**src/rtl/bus_pkg.sv**
```systemverilog
// Shared bus definitions: default word/burst/address widths and the read-serializer
// state encodings.
package bus_pkg;
  localparam int DATA_LEN_DEF   = 8;
  localparam int BURST_LEN_DEF  = 12;
  localparam int ADDR_WIDTH_DEF = 12;

  localparam logic [2:0] ST_IDLE  = 3'd0;
  localparam logic [2:0] ST_FETCH = 3'd1;
  localparam logic [2:0] ST_LOAD  = 3'd2;
  localparam logic [2:0] ST_SEND  = 3'd3;
  localparam logic [2:0] ST_DONE  = 3'd4;
endpackage

```
**src/rtl/bit_serializer.sv**
```systemverilog
// Shift register plus bit counter: loads a word and shifts it out LSB-first.
// With SLAVE_OUT_PREFETCH_EN it also flags the second-to-last bit for early fetch.
module bit_serializer #(
  parameter int DATA_LEN = 8,
  parameter int CNT_W    = 3
) (
  input  logic                clk,
  input  logic                reset,
  input  logic                clear,
  input  logic                load,
  input  logic [DATA_LEN-1:0] data,
  input  logic                shift_en,
  output logic                bit_out,
  output logic                last_bit
`ifdef SLAVE_OUT_PREFETCH_EN
  ,
  output logic                penult_bit
`endif
);
  logic [DATA_LEN-1:0] shreg_reg;
  logic [CNT_W-1:0]    bit_cnt_reg;

  // load wins over shift so a new word can start on the last bit of the previous one
  always_ff @(posedge clk) begin
    if (reset || clear) begin
      shreg_reg   <= '0;
      bit_cnt_reg <= '0;
    end else if (load) begin
      shreg_reg   <= data;
      bit_cnt_reg <= '0;
    end else if (shift_en) begin
      shreg_reg   <= shreg_reg >> 1;
      bit_cnt_reg <= bit_cnt_reg + CNT_W'(1);
    end
  end

  assign bit_out  = shreg_reg[0];
  assign last_bit = (bit_cnt_reg == CNT_W'(DATA_LEN - 1));
`ifdef SLAVE_OUT_PREFETCH_EN
  assign penult_bit = (bit_cnt_reg == CNT_W'(DATA_LEN - 2));
`endif
endmodule

```
**src/rtl/slave_out_port.sv**
```systemverilog
// Slave read-data serializer: fetches burst_num+1 words and streams them LSB-first.
// SLAVE_OUT_PREFETCH_EN removes the 2-cycle inter-word gap by prefetching the next word.
module slave_out_port
  import bus_pkg::*;
#(
  parameter int DATA_LEN   = DATA_LEN_DEF,
  parameter int BURST_LEN  = BURST_LEN_DEF,
  parameter int ADDR_WIDTH = ADDR_WIDTH_DEF
) (
  input  logic                  clk,
  input  logic                  reset,
  input  logic                  read_req,
  input  logic [ADDR_WIDTH-1:0] start_addr,
  input  logic [BURST_LEN-1:0]  burst_num,
  input  logic                  approval_grant,
  input  logic                  master_ready,
  input  logic [DATA_LEN-1:0]   mem_rdata,
  output logic                  mem_rd,
  output logic [ADDR_WIDTH-1:0] mem_addr,
  output logic                  slave_valid,
  output logic                  tx_data,
  output logic                  busy,
  output logic                  tx_done
);
  localparam int CNT_W = (DATA_LEN > 1) ? $clog2(DATA_LEN) : 1;

  logic [2:0]            state_reg, state_next;
  logic [ADDR_WIDTH-1:0] cur_addr_reg, cur_addr_next;
  logic [BURST_LEN-1:0]  burst_reg, burst_next;
  logic [BURST_LEN-1:0]  word_cnt_reg, word_cnt_next;
  logic                  ser_load, ser_shift, ser_clear, ser_bit, ser_last, abort;
  logic [DATA_LEN-1:0]   ser_data;
  logic                  last_word;
`ifdef SLAVE_OUT_PREFETCH_EN
  logic                  ser_penult;
  logic                  pf_issued_reg, pf_issued_next;
  logic                  pf_inflight_reg, pf_inflight_next;
  logic [DATA_LEN-1:0]   pf_data_reg, pf_data_next;
`endif

  assign last_word = (word_cnt_reg == burst_reg);

  always_comb begin
    state_next    = state_reg;
    cur_addr_next = cur_addr_reg;
    burst_next    = burst_reg;
    word_cnt_next = word_cnt_reg;
    ser_load      = 1'b0;
    ser_data      = mem_rdata;
    ser_shift     = 1'b0;
    ser_clear     = 1'b0;
    abort         = 1'b0;
    mem_rd        = 1'b0;
    slave_valid   = 1'b0;
    tx_done       = 1'b0;
`ifdef SLAVE_OUT_PREFETCH_EN
    pf_issued_next   = pf_issued_reg;
    pf_inflight_next = 1'b0;
    pf_data_next     = pf_inflight_reg ? mem_rdata : pf_data_reg;
`endif
    case (state_reg)
      ST_IDLE: begin
        if (read_req && approval_grant) begin
          cur_addr_next = start_addr;
          burst_next    = burst_num;
          word_cnt_next = '0;
          state_next    = ST_FETCH;
        end
      end
      ST_FETCH: begin
        if (!approval_grant) abort = 1'b1;
        else begin
          mem_rd     = 1'b1;
          state_next = ST_LOAD;
        end
      end
      ST_LOAD: begin
        if (!approval_grant) abort = 1'b1;
        else begin
          ser_load      = 1'b1;
          cur_addr_next = cur_addr_reg + ADDR_WIDTH'(1);
          state_next    = ST_SEND;
        end
      end
      ST_SEND: begin
        if (!approval_grant) abort = 1'b1;
        else begin
`ifdef SLAVE_OUT_PREFETCH_EN
          // one early read per word, independent of master stalls
          if (ser_penult && !pf_issued_reg && !last_word) begin
            mem_rd           = 1'b1;
            cur_addr_next    = cur_addr_reg + ADDR_WIDTH'(1);
            pf_issued_next   = 1'b1;
            pf_inflight_next = 1'b1;
          end
`endif
          if (master_ready) begin
            slave_valid = 1'b1;
            ser_shift   = 1'b1;
            if (ser_last) begin
              if (last_word) state_next = ST_DONE;
              else begin
                word_cnt_next = word_cnt_reg + BURST_LEN'(1);
`ifdef SLAVE_OUT_PREFETCH_EN
                ser_load       = 1'b1;
                ser_data       = pf_inflight_reg ? mem_rdata : pf_data_reg;
                pf_issued_next = 1'b0;
`else
                state_next = ST_FETCH;
`endif
              end
            end
          end
        end
      end
      ST_DONE: begin
        tx_done    = 1'b1;
        state_next = ST_IDLE;
      end
      default: state_next = ST_IDLE;
    endcase
    if (abort) begin
      state_next    = ST_IDLE;
      ser_clear     = 1'b1;
      word_cnt_next = '0;
`ifdef SLAVE_OUT_PREFETCH_EN
      pf_issued_next   = 1'b0;
      pf_inflight_next = 1'b0;
`endif
    end
  end

  always_ff @(posedge clk) begin
    if (reset) begin
      state_reg    <= ST_IDLE;
      cur_addr_reg <= '0;
      burst_reg    <= '0;
      word_cnt_reg <= '0;
    end else begin
      state_reg    <= state_next;
      cur_addr_reg <= cur_addr_next;
      burst_reg    <= burst_next;
      word_cnt_reg <= word_cnt_next;
    end
  end

`ifdef SLAVE_OUT_PREFETCH_EN
  always_ff @(posedge clk) begin
    if (reset) begin
      pf_issued_reg   <= 1'b0;
      pf_inflight_reg <= 1'b0;
      pf_data_reg     <= '0;
    end else begin
      pf_issued_reg   <= pf_issued_next;
      pf_inflight_reg <= pf_inflight_next;
      pf_data_reg     <= pf_data_next;
    end
  end
`endif

  bit_serializer #(.DATA_LEN(DATA_LEN), .CNT_W(CNT_W)) u_ser (
    .clk       (clk),
    .reset     (reset),
    .clear     (ser_clear),
    .load      (ser_load),
    .data      (ser_data),
    .shift_en  (ser_shift),
    .bit_out   (ser_bit),
    .last_bit  (ser_last)
`ifdef SLAVE_OUT_PREFETCH_EN
    ,
    .penult_bit(ser_penult)
`endif
  );

  assign mem_addr = cur_addr_reg;
  assign tx_data  = (state_reg == ST_SEND) && ser_bit;
  assign busy     = (state_reg != ST_IDLE);
endmodule

```
**config.mk**
```make
export PLATFORM = sky130hd
export DESIGN_NAME = slave_out_port
export DESIGN_NICKNAME = d
export VERILOG_FILES = /design/src/rtl/bus_pkg.sv /design/src/rtl/bit_serializer.sv /design/src/rtl/slave_out_port.sv
export SDC_FILE = /design/constraint.sdc
export NUM_CORES = 1
export LEC_CHECK = 0
export ABC_AREA = 1
export CAP_MARGIN = 20
export CORE_MARGIN = 4
export CORE_UTILIZATION = 50
export CTS_BUF_LIST = sky130_fd_sc_hd__clkbuf_4 sky130_fd_sc_hd__clkbuf_8
export DETAILED_ROUTE_END_ITERATION = 16
export GPL_TIMING_DRIVEN = 0
export PLACE_DENSITY = 0.8
export SYNTH_ARGS = -nofsm -noshare
export SYNTH_HDL_FRONTEND = slang
export SYNTH_SLANG_ARGS = --single-unit
```
**constraint.sdc**
```tcl
create_clock -name clk -period 2.4 [get_ports clk]
set_clock_uncertainty 0.1 [all_clocks]
set_input_delay 0.36 -clock clk [delete_from_list [all_inputs] [get_ports clk]]
set_output_delay 0.36 -clock clk [all_outputs]
set_load 0.03 [all_outputs]
```
# [After elaboration in Yosys (flattened, before gate mapping)]
# Cells that the tools add are included.
[classes] n_addsub=3 n_eq_ne=13 mux=29 reduce_logical=15
[op_table] operator="$mux W12" count=7
[op_table] operator="$pmux W12 S2" count=2
[op_table] operator="$add A12 B1 Y12 const B" count=2
[op_table] operator="$mux W3" count=7
[op_table] operator="$mux W8" count=2
[op_table] operator="$ne A2 B2 Y1 const B" count=7
[op_table] operator="$eq A12 B12 Y1" count=1
[op_table] operator="$pmux W3 S4" count=1
[op_table] operator="$reduce_and A6 Y1" count=2
[op_table] operator="$mux W1" count=10
[op_table] operator="$eq A3 B2 Y1 const B" count=2
[op_table] operator="$eq A3 B3 Y1 const B" count=2
[op_table] operator="$reduce_bool A2 Y1" count=3
[op_table] operator="$reduce_or A2 Y1" count=2
[op_table] operator="$add A3 B1 Y3 const B" count=1
[op_table] operator="$eq A3 B1 Y1 const B" count=1
[op_table] operator="$logic_not A3 Y1" count=1
[op_table] operator="$reduce_and A3 Y1" count=1
[op_table] operator="$reduce_bool A3 Y1" count=1
[op_table] operator="$reduce_or A3 Y1" count=1
[op_table] operator="$logic_and A1 B1 Y1" count=2
[op_table] operator="$reduce_and A2 Y1" count=1
[op_table] operator="$logic_or A1 B1 Y1" count=1
[totals] reg_bits=50 in_bits=37 output_inout_bits=17

# [Longest topological paths before layout]
# Gate-level depths: netlist of the first run.
[logic_depth] depth_word=6 mapped_depth=13 ltp_nobuf=12

# [Modules after synthesis]
# A second synthesis of the first run with hierarchy kept.
[hier_totals] hier_cells=459 hier_area_um2=2865.2
[modules_own_cells] mod="slave_out_port" instances=1 cells_per_inst=382 area_each_um2=2327.2
[modules_own_cells] mod="bit_serializer" instances=1 cells_per_inst=77 area_each_um2=538.0

# [Worst setup path after synthesis of the first run]
# Ideal clock, no wire load.
[synth_timing] path_kind="reg-to-reg" from="register cur_addr_reg[0] (netlist: mem_addr[0])" to="register cur_addr_reg[8] (netlist: mem_addr[8])" setup_time_ps=132 arrival_time_ps=1573 t_required_ps=2168 path_slack_ps=595 stages_incl_launch_ff=10 path_buffers=0 synth_period_minus_slack_ps=1805 cell_sequence="dfxtp_1 -> ha_1 -> nand2_1 -> inv_1 -> nand2_1 -> nor2_1 -> nand2_1 -> xnor2_1 -> o21ai_0 -> a21oi_1"
[synth_between] elab_chain_cells=3
[synth_lines] item="start, declared" line="slave_out_port.sv:28" rtl="logic [ADDR_WIDTH-1:0] cur_addr_reg, cur_addr_next;"
[synth_lines] item="start signal, assigned" line="slave_out_port.sv:141" rtl="cur_addr_reg <= cur_addr_next;"
[synth_lines] item="$add A12 B1 Y12" line="slave_out_port.sv:81" rtl="cur_addr_next = cur_addr_reg + ADDR_WIDTH'(1);"
[synth_lines] item="$mux W12" line="slave_out_port.sv:78" rtl="if (!approval_grant) abort = 1'b1;"
[synth_lines] item="$pmux W12 S2" line="slave_out_port.sv:61" rtl="case (state_reg)"
# No other way between the ends. The select of a mux whose other input is x is not followed.
# A chain may end at the register's enable or synchronous reset.

# [Worst setup path in the final report of the first run]
[layout_timing] from="register state_reg[0]" to="output port tx_done"
[layout_between] elab_chain_cells=2
[layout_lines] item="start, declared" line="slave_out_port.sv:27" rtl="logic [2:0] state_reg, state_next;"
[layout_lines] item="start signal, assigned" line="slave_out_port.sv:140" rtl="state_reg <= state_next;"
[layout_lines] item="$eq A3 B3 Y1" line="slave_out_port.sv:61"
[layout_lines] item="$mux W1" line="slave_out_port.sv:61"
[layout_lines] item="end, declared" line="slave_out_port.sv:23" rtl="output logic tx_done"
# No other way between the ends.

==> summary.md, run 1 <==
| Metric | Value |
|---|---|
| Run status | `finished, final reports clean` |
| EDFF count, synth | `0` |
| Ys Warns | `0` |
| Critical Path Slowest Stage Cell | `clkdlybuf4s50_1` |
| TritonCTS clock tree | `built` |
| Slew Limit Fails | `0` |
| Most instantiated cells after synthesis | `148 x nand2_1, 52 x inv_1, 50 x dfxtp_1` |
| All-Layer GR Usage | `0.219` |
| Cell Area, Synth | `~3000 um2` |
| Core Area | `5890 um2` |
| Leakage power | `1.59 nW` |
| Inst Count DP | `598` |
| Net Sw Power | `1.35 mW` |
| Setup bufs post-CTS | `0` |
| Fin cells | `approximately 600` |
| NumNets Final | `571` |
| Setup crit end | `tx_done` |
| Post-route ant nets | `0` |
| Worst-path cell chain | `nor2_2, inv_1, nor2_1, clkdlybuf4s50_1` |
| FF-to-FF Start | `mem_addr[0]` |
| Final period util | `0.925` |
| CTS sink count | `50` |
| WP data arrival | `1760 ps` |
| Logic gate share of total power | `0.478` |
| Num ports | `54` |
| Final Setup Violations | `0` |
| Top cells by area, synth | `dfxtp_1 33%, nand2_1 18%, inv_1 6.5%` |
| Max_cap viols | `0` |
| Crit-path max cell delay | `~680 ps` |
| Sw Ratio | `0.430` |
| Initial Utilization | `0.513` |
| Post-route DRC | `0` |
| Post-synth top area share | `0.332` |
| Router iterations before antenna repair | `7` |
| Worst r2r path cells | `9` |
| Root buffer selected by CTS | `clkbuf_8` |
| Sequential-to-total area share from yosys stat | `0.332` |
| Slew @ Worst Pin | `approximately 470 ps` |
| # H-tree levels | `2` |
| Leading area contributor after synthesis | `dfxtp_1` |
| Ant. Diodes | `0` |
| Grt ovf | `0` |
| Vias | `3138` |
| Post-detail-place hpwl | `5900 um` |
| Die height | `85.7 um` |
| Global-route wire length before repair | `13100 um` |
| Syn nets | `about 510` |
| Die ar. | `about 7300 um2` |
| Reg clk slew, reported paths | `90 ps` |
| Final min period | `2220 ps` |
| Worst-case clock buffer depth | `2` |
| Insertion delay to the later sink of the worst-skew pair | `310 ps` |
| Post-Syn Instances | `470` |
| Fmax | `450 MHz` |
| Initial antenna violation count | `0` |
| Max FO, Critical Path | `5` |
| Vias per cell | `around 5.2` |
| CP Class | `reg -> out` |
| Pwr dens | `between 800 and 900 nW/um2` |
| Synthesized area per cell | `6.42 um2` |
| Internal power | `1.79 mW` |
| Synth async-reset ratio | `0` |
| Per-cell routed wire length | `12.8 um` |
| Routed WL | `a little under 8000 um` |
| Critical R2R Capture | `mem_addr[8]` |
| Top FF cell, synth | `dfxtp_1` |
| Largest net degree at the start of global routing | `15` |
| Die width | `roughly 86 um` |
| Crit. Startpoint | `state_reg[0]` |
| Critical Path RT | `1940 ps` |
| Rows | `28` |
| Hold Worst Slack | `370 ps` |
| Startpoint type of the worst setup path | `flop` |
| Total power | `3.14 mW` |
| Most frequent cell after synthesis | `nand2_1` |
| CTS Buf Count | `5` |
| Starting DRT DRC Count | `170` |
| Synth cell types | `38` |
| Largest vdd supply drop | `0.592 mV` |
| Seq pwr share | `0.354` |
| Port Buffers | `53` |
| Rel. slew slack | `0.688` |
| Worst setup EP type | `primary output` |
| RSZ-0062 raised after global routing | `false` |
| Final Hold Vio Count | `0` |
| Fraction of layout cells with a size suffix above 1 | `0.0960` |
| Worst Hold Class | `reg -> reg` |
| #FFs+latches synth | `50` |
| Placer Congestion | `0.886` |
| Final core occ | `0.634` |
| Layout area overhead | `23.7%` |
| Flop2flop setup slack | `520 ps` |
| Clk network pwr share | `0.168` |
| Vias in the first global route | `3023` |
-- cells by family (layout without fill, tap and decap cells) --
kind of cell,Yosys count,count (layout),share of synthesized area
AND/OR/NAND/NOR,254,254,0.366
XOR/XNOR,9,9,0.0261
buffers and inverters,77,138,0.113
flip-flops,50,50,0.332
adder cells (fa/ha/maj),4,4,0.0166
AO/OA/AOI/OAI,76,76,0.146
-- cells in the final DEF (no fill, tap or decap), drive strengths merged --
cell	netlist	final
o21bai	1	1
nor3b	1	1
clkbuf	4	12
nand2	154	154
inv	61	61
a21oi	39	39
xor2	3	3
ha	4	4
buf	12	12
nor3	6	6
clkinv	0	1
o22ai	1	1
a31oi	3	3
nand3	35	35
dlygate4sd2	0	1
a31o	2	2
nand3b	2	2
clkdlybuf4s50	0	50
o21ai	25	25
nor2	46	46
xnor2	6	6
o211ai	3	3
nand4	6	6
o21a	2	2
or2	4	4
dfxtp	50	50
dlymetal6s2s	0	1
-- layout make-up --
cell class,instances,area (um2)
fill,566,2150
multi-input combinational,343,1670
sequential,50,1000
timing repair buffer,53,527
inverter,61,234
buffer,16,108
tap,75,93.8
clock buffer,7,90.1
clock inverter,1,5.00
-- metrics by stage --
stage	setup WS (ps)	setup TNS, ps	instance area, um2
after floorplan	595	0	3020
after global placement	-207	-209	3640
after detailed placement	-229	-229	3640
after CTS	24.3	0	3730
after global routing	76.0	0	3730
final	180	0	3730
-- how the worst min path moves through the flow --
stage	from	end	slack [ps]	cells after the start
3_5_place_dp	u_ser.shreg_reg[7]	u_ser.shreg_reg[7]	360	2
4_1_cts	u_ser.shreg_reg[7]	u_ser.shreg_reg[7]	370	2
6_report	u_ser.shreg_reg[7]	u_ser.shreg_reg[7]	370	2
2_1_floorplan	u_ser.shreg_reg[7]	u_ser.shreg_reg[7]	340	2
5_1_grt	u_ser.shreg_reg[7]	u_ser.shreg_reg[7]	390	2
3_3_place_gp	u_ser.shreg_reg[7]	u_ser.shreg_reg[7]	350	2
-- timing repair --
action,4_1_cts,5_1_grt
endpoints found under the setup margin,2,2
hold buffers,0,0
resized for setup,2,3
-- per-layer routing --
layer  vias to the layer above  track usage  part of all wire
met4                         0       0.0763             0.019
met3                        14       0.0413             0.040
li1                       1616            -                 -
met1                      1425        0.253              0.43
met2                        83        0.403              0.51
met5                         -            0                 0
-- critical path: cells and delay by family (launching register included) --
kind          cells  cell delay, ps
buf+inv           2             790
simple gates      2             300
flops             1             370
-- power by group through the flow --
stage	sequential, mW	combinational (mW)	clock [mW]
finish	1.11	1.50	0.526
global route	1.13	1.67	0.568
CTS	1.11	1.51	0.548
detailed placement	1.12	1.50	0
global placement	1.12	1.46	0
floorplan	1.19	0.991	0
Note: power is estimated with default switching activity, not from simulation.
==> inputs of run 2 (changes only) <==
--- a/config.mk
+++ b/config.mk
@@ -6,13 +6,13 @@
 export NUM_CORES = 1
 export LEC_CHECK = 0
 export ABC_AREA = 1
-export CAP_MARGIN = 20
+export CAP_MARGIN = 10
 export CORE_MARGIN = 4
-export CORE_UTILIZATION = 50
+export CORE_UTILIZATION = 49
 export CTS_BUF_LIST = sky130_fd_sc_hd__clkbuf_4 sky130_fd_sc_hd__clkbuf_8
 export DETAILED_ROUTE_END_ITERATION = 16
 export GPL_TIMING_DRIVEN = 0
-export PLACE_DENSITY = 0.8
+export PLACE_DENSITY = 0.82
 export SYNTH_ARGS = -nofsm -noshare
 export SYNTH_HDL_FRONTEND = slang
 export SYNTH_SLANG_ARGS = --single-unit
==> constraint.sdc (replaced) <==
create_clock -name clk -period 1.8 [get_ports clk]
set_clock_uncertainty 0.1 [all_clocks]
set_input_delay 0.27 -clock clk [delete_from_list [all_inputs] [get_ports clk]]
set_output_delay 0.27 -clock clk [all_outputs]
set_load 0.03 [all_outputs]
==> run 2 against run 1 <==
Non-clock buffer count grew 4. Final cell count rose by 0.66%. First-iteration DRC count increased by 9.4%. Critical path type unchanged. Global-route usage down 0.26 points.
==> summary.md, run 2 (synthesis results as in run 1) <==
| Metric | Value |
|---|---|
| Logic gate share of total power | `0.480` |
| Post-route ant nets | `0` |
| Met1 Use GR | `0.251` |
| Reg clk slew, reported paths | `90 ps` |
| Port Buffers | `53` |
| Final min period | `1790 ps` |
| Max FO, Critical Path | `10` |
| Routed WL | `7780 um` |
| Rows | `28` |
| Final period util | `0.995` |
| Max_cap viols | `0` |
| Die height | `86.5 um` |
| Commonest non-fill, non-tap cells in the layout | `148 x nand2_1, 50 x inv_1, 45 x dfxtp_1` |
| Filler Cells Inserted | `583` |
| GRT busiest layer | `met2` |
| Most common cell after layout, fill and taps aside | `nand2_1` |
| Fmax | `559 MHz` |
| RSZ-0062 raised after global routing | `true` |
| Root buffer selected by CTS | `clkbuf_8` |
| Vias | `3170` |
| Layout area overhead | `26.0%` |
| Starting DRT DRC Count | `186` |
| NumNets Final | `~580` |
| Final Setup Violations | `0` |
| CP Class | `reg -> out` |
| Startpoint type of the worst setup path | `flop` |
| WP data arrival | `~1400 ps` |
| Seq pwr share | `0.355` |
| Flop2flop setup slack | `140 ps` |
| Inst Count DP | `598` |
| Pwr dens | `between 1000 and 1500 nW/um2` |
| Grt ovf | `0` |
| Die width | `just under 90 um` |
| FF-to-FF Start | `state_reg[0]` |
| CTS Buf Count | `5` |
| Rel. slew slack | `0.669` |
| Num ports | `54` |
| Slew @ Worst Pin | `496 ps` |
| Sw Ratio | `0.428` |
| Run status | `finished, final reports clean` |
| Per-cell routed wire length | `12.8 um` |
| All-Layer GR Usage | `0.217` |
| Fin cells | `a little over 600` |
| Setup crit end | `slave_valid` |
| Insertion delay to the later sink of the worst-skew pair | `310 ps` |
| Initial antenna violation count | `0` |
| Leakage power | `1.73 nW` |
| Total power | `about 4.2 mW` |
| Grt met2 use | `0.386` |
| Post-detail-place hpwl | `5830 um` |
| Final Instance Area | `3800 um2` |
| Critical Path RT | `1430 ps` |
| Worst r2r path cells | `7` |
| TritonCTS clock tree | `built` |
| Net Sw Power | `1.78 mW` |
| Router iterations before antenna repair | `4` |
| Internal power | `between 2 and 2.5 mW` |
| # H-tree levels | `2` |
| Hold Crit Start | `burst_reg[9]` |
| CTS sink count | `50` |
| Fraction of layout cells with a size suffix above 1 | `0.127` |
| Die ar. | `7480 um2` |
| Global-route wire length before repair | `13100 um` |
| Vias in the first global route | `3050` |
| Worst setup EP type | `primary output` |
| Crit. Startpoint | `state_reg[1]` |
| Global Route met3 Usage | `0.0428` |
| Core Area | `5960 um2` |
| Placed Instance Area | `approximately 3600 um2` |
| Clk network pwr share | `0.165` |
| Largest net degree at the start of global routing | `15` |
| Sum Neg Setup Slack | `0 ps` |
| Worst-case clock buffer depth | `2` |
| Largest vdd supply drop | `0.835 mV` |
| Critical R2R Capture | `burst_reg[0]` |
| Worst Hold Class | `reg -> reg` |
| Vias per cell | `5.20` |
| Slew Limit Fails | `0` |
| Initial Utilization | `0.507` |
| Ant. Diodes | `0` |
| Post-route DRC | `0` |
| Final Hold Vio Count | `0` |
| Placer Congestion | `0.899` |
==> run 2: final cells by class <==
type	instances	area [um2]	share of cell area
Multi-Input combinational cell	343	1690	0.444
Sequential cell	50	1010	0.265
Timing Repair Buffer	58	577	0.152
Inverter	61	234	0.0615
Buffer	15	109	0.0286
Tap cell	75	93.8	0.0247
Clock buffer	7	90.1	0.0237
Clock inverter	1	5.00	0.00132
==> run 2: worst min-delay path by stage <==
stage,slack [ps],cells after the start,to
floorplan,320,2,u_ser.shreg_reg[7]
global placement,350,2,u_ser.shreg_reg[7]
detailed placement,360,2,burst_reg[4]
CTS,380,2,burst_reg[9]
global route,400,2,burst_reg[4]
finish,380,2,burst_reg[9]
==> run 2: metrics by stage <==
step                      utilization  hold slack [ps]  worst slack [ps]
final                           0.638              377              9.70
after global routing            0.638              401             -80.6
after CTS                       0.627              378             -45.8
after detailed placement        0.612              363              -641
after global placement          0.612              351              -628
after floorplan                     -              317              8.18
==> run 2: critical path, stage by stage (launching register included) <==
cell,delay (ps)
dfxtp_2,370
inv_2,60
nor2_4,90
nand2_2,70
buf_6,160
nor2_4,120
buf_6,120
buf_6,130
==> run 2: metal layers <==
| metal | routed length [um] | part of all wire | up-vias |
|---|---|---|---|
| li1 | - | - | 1625 |
| met1 | 3270 | 0.42 | 1454 |
| met2 | 3980 | 0.51 | 69 |
| met3 | 330 | 0.042 | 22 |
| met4 | 204 | 0.026 | 0 |
| met5 | 0 | 0 | - |
==> run 2: power groups by stage <==
stage,clock network [mW],registers (mW),logic [mW]
2_1_floorplan,0,1.59,1.32
3_3_place_gp,0,1.49,1.95
3_5_place_dp,0,1.49,2.00
4_1_cts,0.711,1.47,1.99
5_1_grt,0.745,1.51,2.22
6_report,0.688,1.48,2.00
==> run 2: timing repair <==
item | 4_1_cts | 5_1_grt
setup endpoints to repair | 16 | 32
cloned | 0 | 0
endpoints found under the hold margin | 0 | 0
hold buffers | 0 | 0
pin swaps | 0 | 2
gates resized for setup | 24 | 22
buffers inserted | 0 | 5
==> inputs of run 3 (changes only) <==
--- a/config.mk
+++ b/config.mk
@@ -8,11 +8,11 @@
 export ABC_AREA = 1
 export CAP_MARGIN = 10
 export CORE_MARGIN = 4
-export CORE_UTILIZATION = 49
+export CORE_UTILIZATION = 35
 export CTS_BUF_LIST = sky130_fd_sc_hd__clkbuf_4 sky130_fd_sc_hd__clkbuf_8
 export DETAILED_ROUTE_END_ITERATION = 16
 export GPL_TIMING_DRIVEN = 0
-export PLACE_DENSITY = 0.82
+export PLACE_DENSITY = 0.63
 export SYNTH_ARGS = -nofsm -noshare
 export SYNTH_HDL_FRONTEND = slang
 export SYNTH_SLANG_ARGS = --single-unit
==> run 3 against run 2 <==
Register-to-register slack got worse by 40 ps. Hold slack got worse by 1.1 ps. Non-clock buffer count rose by 10. Utilization fell by 16 points. Combinational power rose by 3%. Final cell count rose by 6.6%. Flip-flop and latch count did not move. Maximum frequency rose by 1.0%. Global-route usage fell by 5.5 points. Sequential power barely moved. Critical endpoint unchanged. Largest cell class unchanged.
==> summary.md, run 3 (synthesis results as in run 1) <==
| Metric | Value |
|---|---|
| Routed WL | `8130 um` |
| RSZ-0062 raised after global routing | `true` |
| Largest vdd supply drop | `0.473 mV` |
| Reg clk slew, reported paths | `~110 ps` |
| All-Layer GR Usage | `0.162` |
| Die height | `approximately 100 um` |
| Max FO, Critical Path | `5` |
| Initial Utilization | `0.363` |
| Fin cells | `650` |
| Largest net degree at the start of global routing | `17` |
| Post-route ant nets | `0` |
| Slew @ Worst Pin | `498 ps` |
| Internal power | `2.66 mW` |
| Global-route wire length before repair | `13400 um` |
| Flop2flop setup slack | `100 ps` |
| Placer Congestion | `roughly 0.85` |
| Worst r2r path cells | `9` |
| Fraction of layout cells with a size suffix above 1 | `0.150` |
| CTS sink count | `50` |
| Rel. slew slack | `0.668` |
| Hold-fix buffers at CTS | `0` |
| Root buffer selected by CTS | `clkbuf_8` |
| Hold path depth | `2` |
| Inst Count DP | `roughly 630` |
| Slew Limit Fails | `0` |
| Seq pwr share | `0.328` |
| Worst Hold Class | `reg -> reg` |
| TritonCTS clock tree | `built` |
| Port Buffers | `53` |
| Post-detail-place hpwl | `5970 um` |
| WP data arrival | `~1400 ps` |
| Starting DRT DRC Count | `72` |
| Fmax | `564 MHz` |
| Most common cell after layout, fill and taps aside | `nand2_1` |
| Sw Ratio | `0.411` |
| Final Hold Vio Count | `0` |
| Worst-case clock buffer depth | `2` |
| Commonest non-fill, non-tap cells in the layout | `147 x nand2_1, 52 x inv_1, 41 x dfxtp_1` |
| Layout area overhead | `30.9%` |
| Rows | `33` |
| Top Layer Used | `met4` |
| Placed Instance Area | `3680 um2` |
| CP Class | `reg -> out` |
| Vias in the first global route | `between 2000 and 3000` |
| Num ports | `54` |
| Insertion delay to the later sink of the worst-skew pair | `320 ps` |
| Run status | `finished, final reports clean` |
| Hold Crit Start | `burst_reg[0]` |
| Startpoint type of the worst setup path | `flop` |
| Die ar. | `10200 um2` |
| Critical R2R Capture | `word_cnt_reg[1]` |
| Sum Neg Setup Slack | `0 ps` |
| Final Instance Area | `3950 um2` |
| Die width | `101 um` |
| Net Sw Power | `1.85 mW` |
| Logic gate share of total power | `0.458` |
| Worst setup EP type | `primary output` |
| CTS Buf Count | `5` |
| FF-to-FF Start | `u_ser.bit_cnt_reg[0]` |
| Ant. Diodes | `0` |
| Vias | `3161` |
| Vias per cell | `4.86` |
| Total power | `4.51 mW` |
| # H-tree levels | `2` |
| Routed wl met3 | `304 um` |
| Max_cap viols | `0` |
| Final core occ | `0.476` |
| NumNets Final | `around 590` |
| Crit-path max cell delay | `350 ps` |
| Grt ovf | `0` |
| Critical Path Slowest Stage Cell | `dfxtp_2` |
| Initial antenna violation count | `0` |
| Post-route DRC | `0` |
| Final min period | `between 1500 and 2000 ps` |
| Final period util | `0.985` |
| Clk network pwr share | `0.215` |
| Critical Path RT | `about 1400 ps` |
| Worst Hold End | `burst_reg[0]` |
| Met1 wire length | `3650 um` |
| Core Area | `8300 um2` |
| Per-cell routed wire length | `12.5 um` |
| Router iterations before antenna repair | `4` |
| Worst-path cell chain | `inv_2, nor2_4, nand2_2, buf_8, nor2_4, buf_6, buf_6` |
| Final Setup Violations | `0` |
| Wire length on met2 | `3990 um` |
| Pwr dens | `about 1100 nW/um2` |
| Leakage power | `between 1.5 and 2 nW` |
-- run 3: changes by cell type in the layout (fill, tap and decap cells not counted), sizes merged --
cell           before  now
clkbuf             12   10
clkdlybuf4s15       2    0
bufinv              0    2
dlymetal6s2s        7    6
dlygate4sd2         3    5
clkdlybuf4s50      38   37
buf                18   30
-- run 3: worst max path at each step --
stage,startpoint,endpoint,slack [ps],cells after the start
after global placement,approval_grant,slave_valid,-660,5
after detailed placement,approval_grant,slave_valid,-670,5
after floorplan,mem_addr[1],mem_addr[8],8,9
final,state_reg[1],slave_valid,30,7
after global routing,state_reg[1],slave_valid,-40,7
after CTS,state_reg[1],slave_valid,-50,7
-- run 3: worst max-delay path, delay by kind of cell, from the launching register on --
| kind | cells | cell delay, ps |
|---|---|---|
| buf+inv | 4 | 430 |
| simple gates | 3 | 300 |
| flops | 1 | 350 |
-- run 3: stage by stage --
| stage | hold slack, ps | setup WS [ps] |
|---|---|---|
| finish | 376 | 27.8 |
| global route | 394 | -38.0 |
| detailed placement | 361 | -668 |
| global placement | 350 | -659 |
| CTS | 375 | -52.3 |
| floorplan | 317 | 8.18 |
-- run 3: area by class of cell --
| cell class | instances | area (um2) |
|---|---|---|
| clock buffer | 5 | 68.8 |
| tap | 105 | 131 |
| sequential | 50 | 1010 |
| timing repair buffer | 67 | 628 |
| inverter | 61 | 234 |
| multi-input combinational | 343 | 1690 |
| clock inverter | 3 | 68.8 |
| buffer | 16 | 119 |
| fill | 836 | 4350 |
-- run 3: power by group through the flow --
stage               sequential, mW  combinational, mW  clock [mW]
floorplan                     1.59               1.32           0
global placement              1.49               1.99           0
detailed placement            1.50               2.00           0
CTS                           1.47               1.98       0.993
global route                  1.50               2.31        1.04
finish                        1.48               2.07       0.968
-- run 3: per-layer routing --
| layer | vias up | GRT usage |
|---|---|---|
| li1 | 1641 | - |
| met3 | 14 | 0.0332 |
| met5 | - | 0 |
| met1 | 1439 | 0.200 |
| met4 | 0 | 0.0466 |
| met2 | 67 | 0.282 |
-- run 3: repair_timing --
item                                    4_1_cts  5_1_grt
endpoints found under the setup margin       22       36
pin swaps                                     0        5
buffers inserted                              0       13
cloned                                        0        1
gates resized for setup                      26       32
